### src/rtl/bcd_pkg.sv
// ----------------------------------------------------------------------------
// bcd_pkg
// Shared types and constants for the sequential binary-to-BCD converter.
//   bcd_state_t : converter FSM states (IDLE, SHIFT, DONE)
//   BCD_DIGIT_W : bits per BCD digit
//   ADD3_THRESH : digit value at or above which the double-dabble add-3 applies
//   cnt_w()     : width of a counter that must hold the value bin_w
// ----------------------------------------------------------------------------
package bcd_pkg;

    typedef enum logic [1:0] {
        IDLE,
        SHIFT,
        DONE
    } bcd_state_t;

    localparam int BCD_DIGIT_W = 4;
    localparam int ADD3_THRESH = 5;

    function automatic int cnt_w(input int bin_w);
        return $clog2(bin_w + 1);
    endfunction

endpackage

### src/rtl/bin_to_bcd_seq_digit_adj.sv
// ----------------------------------------------------------------------------
// bcd_digit_adj
// Combinational double-dabble digit correction: a digit of 5 or more gets 3
// added so that the following left shift carries correctly into the next
// decimal digit.
//   digit_in  : current BCD digit
//   digit_out : corrected digit (4-bit result, wraps naturally)
// ----------------------------------------------------------------------------
module bcd_digit_adj
    import bcd_pkg::*;
(
    input  logic [BCD_DIGIT_W-1:0] digit_in,
    output logic [BCD_DIGIT_W-1:0] digit_out
);

    assign digit_out = (digit_in >= BCD_DIGIT_W'(ADD3_THRESH))
                     ? digit_in + BCD_DIGIT_W'(3)
                     : digit_in;

endmodule

### src/rtl/bin_to_bcd_seq.sv
// ----------------------------------------------------------------------------
// bin_to_bcd_seq
// Sequential binary-to-BCD converter (shift-and-add-3), one input bit per
// clock, with valid/ready handshakes on both sides. Results wider than DIGITS
// digits are reported through out_ovf (out_bcd then holds value mod
// 10^DIGITS); out_blank marks leading-zero digits for display blanking.
//   clk, rst          : rising-edge clock, synchronous active-high reset
//   in_valid/in_ready : input handshake, in_bin sampled on accept
//   in_bin            : unsigned binary value, BIN_W bits
//   out_valid/out_ready : output handshake, results held while stalled
//   out_bcd           : DIGITS BCD digits, digit 0 (units) in the low nibble
//   out_ovf           : value did not fit in DIGITS digits
//   out_blank         : bit k set when digit k is a leading zero (bit 0 never)
//   busy              : conversion in progress or result pending
// ----------------------------------------------------------------------------
module bin_to_bcd_seq
    import bcd_pkg::*;
#(
    parameter int BIN_W  = 8,
    parameter int DIGITS = 2
) (
    input  logic                            clk,
    input  logic                            rst,
    input  logic                            in_valid,
    output logic                            in_ready,
    input  logic [BIN_W-1:0]                in_bin,
    output logic                            out_valid,
    input  logic                            out_ready,
    output logic [BCD_DIGIT_W*DIGITS-1:0]   out_bcd,
    output logic                            out_ovf,
    output logic [DIGITS-1:0]               out_blank,
    output logic                            busy
);

    localparam int BCD_W = BCD_DIGIT_W * DIGITS;
    localparam int CNT_W = cnt_w(BIN_W);
    // All upper digits of a zero result are blanked; the units digit never is.
    localparam logic [DIGITS-1:0] BLANK_RST = ~DIGITS'(1);

    bcd_state_t         state_q, state_d;
    logic [BIN_W-1:0]   shreg_q, shreg_d;
    logic [BCD_W-1:0]   bcd_q, bcd_d;
    logic               ovf_q, ovf_d;
    logic [CNT_W-1:0]   cnt_q, cnt_d;
    logic [BCD_W-1:0]   out_bcd_q, out_bcd_d;
    logic               out_ovf_q, out_ovf_d;
    logic [DIGITS-1:0]  out_blank_q, out_blank_d;

    logic [BCD_W-1:0]   bcd_adj;
    logic [BCD_W-1:0]   shift_bcd;
    logic               shift_ovf;
    logic               accept;

    function automatic logic [DIGITS-1:0] blank_mask(input logic [BCD_W-1:0] bcd,
                                                     input logic             ovf);
        logic [DIGITS-1:0] mask;
        logic              all_zero;
        mask     = '0;
        all_zero = 1'b1;
        // Walk down from the top digit; a digit is blank while everything
        // above it (and itself) is zero.
        for (int k = DIGITS - 1; k >= 1; k--) begin
            all_zero = all_zero & (bcd[k*BCD_DIGIT_W +: BCD_DIGIT_W] == '0);
            mask[k]  = all_zero & ~ovf;
        end
        return mask;
    endfunction

    // Add-3 correction on every digit, applied before the shift.
    for (genvar g = 0; g < DIGITS; g++) begin : g_adj
        bcd_digit_adj u_adj (
            .digit_in  (bcd_q  [g*BCD_DIGIT_W +: BCD_DIGIT_W]),
            .digit_out (bcd_adj[g*BCD_DIGIT_W +: BCD_DIGIT_W])
        );
    end

    // One shift step: the shreg MSB enters the units digit, and the bit
    // leaving the top digit is the carry past 10^DIGITS.
    assign shift_bcd = {bcd_adj[BCD_W-2:0], shreg_q[BIN_W-1]};
    assign shift_ovf = ovf_q | bcd_adj[BCD_W-1];

    assign in_ready  = (state_q == IDLE) | ((state_q == DONE) & out_ready);
    assign accept    = in_valid & in_ready;
    assign out_valid = (state_q == DONE);
    assign busy      = (state_q != IDLE);
    assign out_bcd   = out_bcd_q;
    assign out_ovf   = out_ovf_q;
    assign out_blank = out_blank_q;

    always_comb begin
        // NOTE: every signal gets its hold value first, so no path through
        // the case leaves one unassigned and no latch is inferred.
        state_d     = state_q;
        shreg_d     = shreg_q;
        bcd_d       = bcd_q;
        ovf_d       = ovf_q;
        cnt_d       = cnt_q;
        out_bcd_d   = out_bcd_q;
        out_ovf_d   = out_ovf_q;
        out_blank_d = out_blank_q;

        unique case (state_q)
            SHIFT: begin
                bcd_d   = shift_bcd;
                shreg_d = shreg_q << 1;
                ovf_d   = shift_ovf;
                cnt_d   = cnt_q - CNT_W'(1);
                if (cnt_q == CNT_W'(1)) begin
                    // Last bit: capture the finished result into the output
                    // registers so it stays put while the sink stalls.
                    state_d     = DONE;
                    out_bcd_d   = shift_bcd;
                    out_ovf_d   = shift_ovf;
                    out_blank_d = blank_mask(shift_bcd, shift_ovf);
                end
            end
            DONE: begin
                if (out_ready) begin
                    state_d = IDLE;
                end
            end
            default: ;
        endcase

        // Accepting overrides the DONE->IDLE step, giving back-to-back
        // conversions without an idle bubble.
        if (accept) begin
            state_d = SHIFT;
            shreg_d = in_bin;
            bcd_d   = '0;
            ovf_d   = 1'b0;
            cnt_d   = CNT_W'(BIN_W);
        end
    end

    // NOTE: state registers use non-blocking assignments so every flop
    // samples its _d value from before the edge, regardless of block order.
    always_ff @(posedge clk) begin
        if (rst) begin
            state_q     <= IDLE;
            shreg_q     <= '0;
            bcd_q       <= '0;
            ovf_q       <= 1'b0;
            cnt_q       <= '0;
            out_bcd_q   <= '0;
            out_ovf_q   <= 1'b0;
            out_blank_q <= BLANK_RST;
        end else begin
            state_q     <= state_d;
            shreg_q     <= shreg_d;
            bcd_q       <= bcd_d;
            ovf_q       <= ovf_d;
            cnt_q       <= cnt_d;
            out_bcd_q   <= out_bcd_d;
            out_ovf_q   <= out_ovf_d;
            out_blank_q <= out_blank_d;
        end
    end

endmodule

### config.mk
export PLATFORM = sky130hd
export DESIGN_NAME = bin_to_bcd_seq
export DESIGN_NICKNAME = d
export VERILOG_FILES = /design/src/rtl/bcd_pkg.sv /design/src/rtl/bin_to_bcd_seq_digit_adj.sv /design/src/rtl/bin_to_bcd_seq.sv
export SDC_FILE = /design/constraint.sdc
export NUM_CORES = 1
export LEC_CHECK = 0
export CORE_ASPECT_RATIO = 0.7
export CORE_UTILIZATION = 40
export DETAILED_ROUTE_END_ITERATION = 6
export GPL_TIMING_DRIVEN = 0
export PLACE_DENSITY = 0.74
export REMOVE_ABC_BUFFERS = 1
export SETUP_SLACK_MARGIN = 0.1
export SLEW_MARGIN = 20
export SYNTH_ARGS = -nofsm -noshare
export SYNTH_HDL_FRONTEND = slang
export SYNTH_SLANG_ARGS = --single-unit
### constraint.sdc
create_clock -name clk -period 1.7 [get_ports clk]
set_clock_uncertainty 0.1 [all_clocks]
set_input_delay 0.34 -clock clk [delete_from_list [all_inputs] [get_ports clk]]
set_output_delay 0.34 -clock clk [all_outputs]
set_load 0.03 [all_outputs]
==> results.sh <==
export IMPL_drt_wl_total_mm=3.41
export IMPL_post_drt_wl_per_cell_microns=12.9
export IMPL_min_period_over_period=0.965
export IMPL_switching_share=0.325
export IMPL_critPathTopFamily="simple AND/OR/NAND/NOR gates"
export IMPL_max_freq_mhz=609
export IMPL_p_leak_nw=0.860
export IMPL_yosys_warnings=0
export IMPL_track_usage=0.182
export IMPL_fin_cells=265
export IMPL_final_nets=235
export IMPL_vias_per_cell=5.01
export IMPL_yosys_most_used_dff="dfxtp_1"
export IMPL_slew_viol_final=0
export IMPL_htree_num_levels=2
export IMPL_rsz0062_at_grt="yes"
export IMPL_seq_area_sq_um=672
export IMPL_nFillCells=341
export IMPL_grt_pass1_wl_mm=5.62
export IMPL_dp_cells=241
export IMPL_die_h_microns=54.5
export IMPL_crit_buf_inv=1
export IMPL_cp_required_ns=1.84
export IMPL_p_clk_frac=0.274
export IMPL_multiInputGateArea_sq_um=1020
export IMPL_comb_power_share=0.305
export IMPL_cts_buffers=5
export IMPL_drv_cap=0
export IMPL_synth_cells=176
export IMPL_io_buffers=24
export IMPL_synth_edff_count=0
export IMPL_ant_nets=0
export IMPL_path_clk_slew_ns=0.07
export IMPL_peakVddDrop_uv=513
export IMPL_finalSetupViolCount=0
export IMPL_die_w_microns=77.0
export IMPL_crit_type="flop to flop"
export IMPL_dieArea_sq_um=4200
export IMPL_cp_arrival_ns=1.78
export IMPL_drive_gt1_frac=0.302
export IMPL_place_gp_congestion=0.745
export IMPL_first_pass_iters=4
export IMPL_cts_sinks=33
export IMPL_grt_overflow_total=0
export IMPL_max_stage_delay_ns=0.39
export IMPL_final_util=0.614
export IMPL_cts_path_max_buffers=2
export IMPL_crit_fanout=3
export IMPL_powerDensity_nw_per_um2=938
export IMPL_seqPwrFrac=0.422
export IMPL_clockRootBuffer="clkbuf_8"
export IMPL_initial_core_util=0.432
export IMPL_clock_latency_ns=0.29
export IMPL_drc_errors=0
export IMPL_hold_viol=0
export IMPL_vias=1327
export IMPL_synthesis_area_sq_um=1580
export IMPL_synthSimpleGateAreaFrac=0.171
export IMPL_path_cells="inv_2 > ha_1 > nand2b_4 > nor3b_1 > a21oi_2 > or3b_4 > o21ai_2"
export IMPL_cts_tree="yes"
export IMPL_grt_antenna_before_repair=0
export IMPL_hp_class="flop to flop"
export IMPL_power_total_w=0.00210
export IMPL_synthAdderAreaFrac=0.0714
export IMPL_synth_xor_area_frac=0.0278
export IMPL_dp_hpwl_mm=1.91
export IMPL_insertedDiodeCount=0
export IMPL_synth_compound_area_share=0.140
export IMPL_tns_ns=0
export IMPL_crit_path_top_delay_cell="or3b_4"
export IMPL_synth_ff_latch_count=33
export IMPL_async_flop_share=0
export IMPL_area_growth_pct=42.1
export IMPL_grt_max_degree=22
export IMPL_ys_types=32
export IMPL_worstMarginPinSlew_ns=0.811
export IMPL_timing_critical_path_to_type="flop"
export IMPL_ios=26
export IMPL_crit_path_start_kind="flop"
export IMPL_p_switching_w=0.000683
export IMPL_grt_pass1_vias=1181
export IMPL_yosysSeqAreaShare=0.419
export IMPL_drt_first_iter_violations=52
export IMPL_ctsHoldBuffers=0
export IMPL_coreArea_sq_um=3650
export IMPL_relSlewSlack=0.459
export IMPL_run_status="finished, final reports clean"
export IMPL_synth_top_family_by_area="simple AND/OR/NAND/NOR gates"
export IMPL_syn_area_per_cell_sq_um=8.96
export IMPL_period_needed_ns=1.64
export IMPL_synthMuxAreaShare=0.114
export IMPL_p_int_w=0.00142
export IMPL_num_rows=18
-- Yosys cell counts, drive strengths merged (2+ instances only) --
master / instances / area [sq um]
a211oi: 13 / 97.6
a21oi: 10 / 61.3
a31oi: 2 / 12.5
buf: 7 / 38.8
clkbuf: 2 / 7.51
dfxtp: 33 / 661
ha: 9 / 113
inv: 10 / 37.5
mux2i: 18 / 180
nand2: 12 / 45.0
nand2b: 6 / 40.0
nand3: 3 / 15.0
nor2: 28 / 105
nor3: 3 / 15.0
nor3b: 3 / 27.5
o21ai: 6 / 33.8
xnor2: 4 / 35.0
-- metrics by stage --
step | worst slack (ns) | area, sq um | hold WS (ns)
after floorplan | -0.578 | 1530 | 0.309
after global placement | -1.14 | 1830 | 0.355
after detailed placement | -1.13 | 1830 | 0.357
after CTS | 0.0485 | 2100 | 0.364
after global routing | -0.00162 | 2240 | 0.404
final | 0.0589 | 2240 | 0.362
-- logic make-up (layout without fill, tap and decap cells) --
logic type / Yosys count / after routing
DFF: 33 / 33
other: 1 / 1
buffers and inverters: 19 / 58
muxes: 18 / 18
AOI/OAI and AO/OA: 33 / 33
adders and majority gates: 9 / 9
and+or+nand+nor: 58 / 58
xor gates and xnor gates: 5 / 5
-- power groups by stage --
stage	Sequential, W	Clock (W)	Combinational, W
global route	0.000896	0.000627	0.000690
CTS	0.000883	0.000595	0.000573
detailed placement	0.000897	0	0.000470
finish	0.000886	0.000575	0.000640
floorplan	0.000897	0	0.000332
global placement	0.000896	0	0.000466
-- worst register-to-register path: stages (launching register included) --
cell and delay [ns]:
dfxtp_2 0.34, inv_2 0.06, ha_1 0.18, nand2b_4 0.14, nor3b_1 0.14, a21oi_2 0.13, or3b_4 0.39, o21ai_2 0.10
-- final cells by class --
| cell class | instances | area share |
|---|---|---|
| clock buffers | 6 | 0.0324 |
| inverters | 10 | 0.0179 |
| clock inverters | 2 | 0.00447 |
| flip-flops and latches | 33 | 0.300 |
| multi-input cells | 124 | 0.457 |
| well taps | 50 | 0.0279 |
| repair buffers | 40 | 0.161 |
-- layer usage --
layer	global-route usage	routed length, microns	vias up
li1	-	-	679
met1	0.231	1720	609
met2	0.284	1470	29
met3	0.0583	154	10
met4	0.0943	68	0
met5	0	0	-
-- final timing paths --
path              startpoint           end  slack [ns]  cells past startpoint
setup / recovery    bcd_q[1]  out_blank[1]        0.06                      7
hold / removal    out_bcd[1]    out_bcd[1]        0.36                      2
setup reg to reg    bcd_q[1]  out_blank[1]        0.06                      7
hold reg to reg   out_bcd[1]    out_bcd[1]        0.36                      2
-- placed cells by master (no fill, tap or decap), types with 2 or more instances in the layout --
cell             count
clkbuf_8             5
dfxtp_1             26
a21oi_1              7
nand3_1              3
nor3b_2              2
nor2_1              27
nand2b_4             4
inv_2                4
dfxtp_2              6
clkdlybuf4s50_1     10
a21oi_2              2
xnor2_1              3
nor3_1               3
nand2_4              2
nand2_1              9
a211oi_1            11
dlygate4sd2_1       11
o21ai_2              2
o21ai_0              2
a31oi_1              2
buf_6                3
mux2i_1             17
ha_4                 6
ha_1                 3
buf_4               14
o21ai_1              2
inv_1                5
nand2b_1             2
clkinv_2             2
-- what timing repair did --
action	CTS	global route
pin swaps	6	4
setup endpoints to repair	46	16
resized for setup	65	16
hold endpoints to repair	0	0
buffers inserted	10	6
-- state kept, by name, summed over array words and instances (netlist names) --
signal,flops
bcd_q,8
out_bcd,8
shreg_q,8
cnt_q,4
state_q,2
out_blank,1
out_ovf,1
ovf_q,1
No activity file was read; power rests on OpenSTA's default activity.
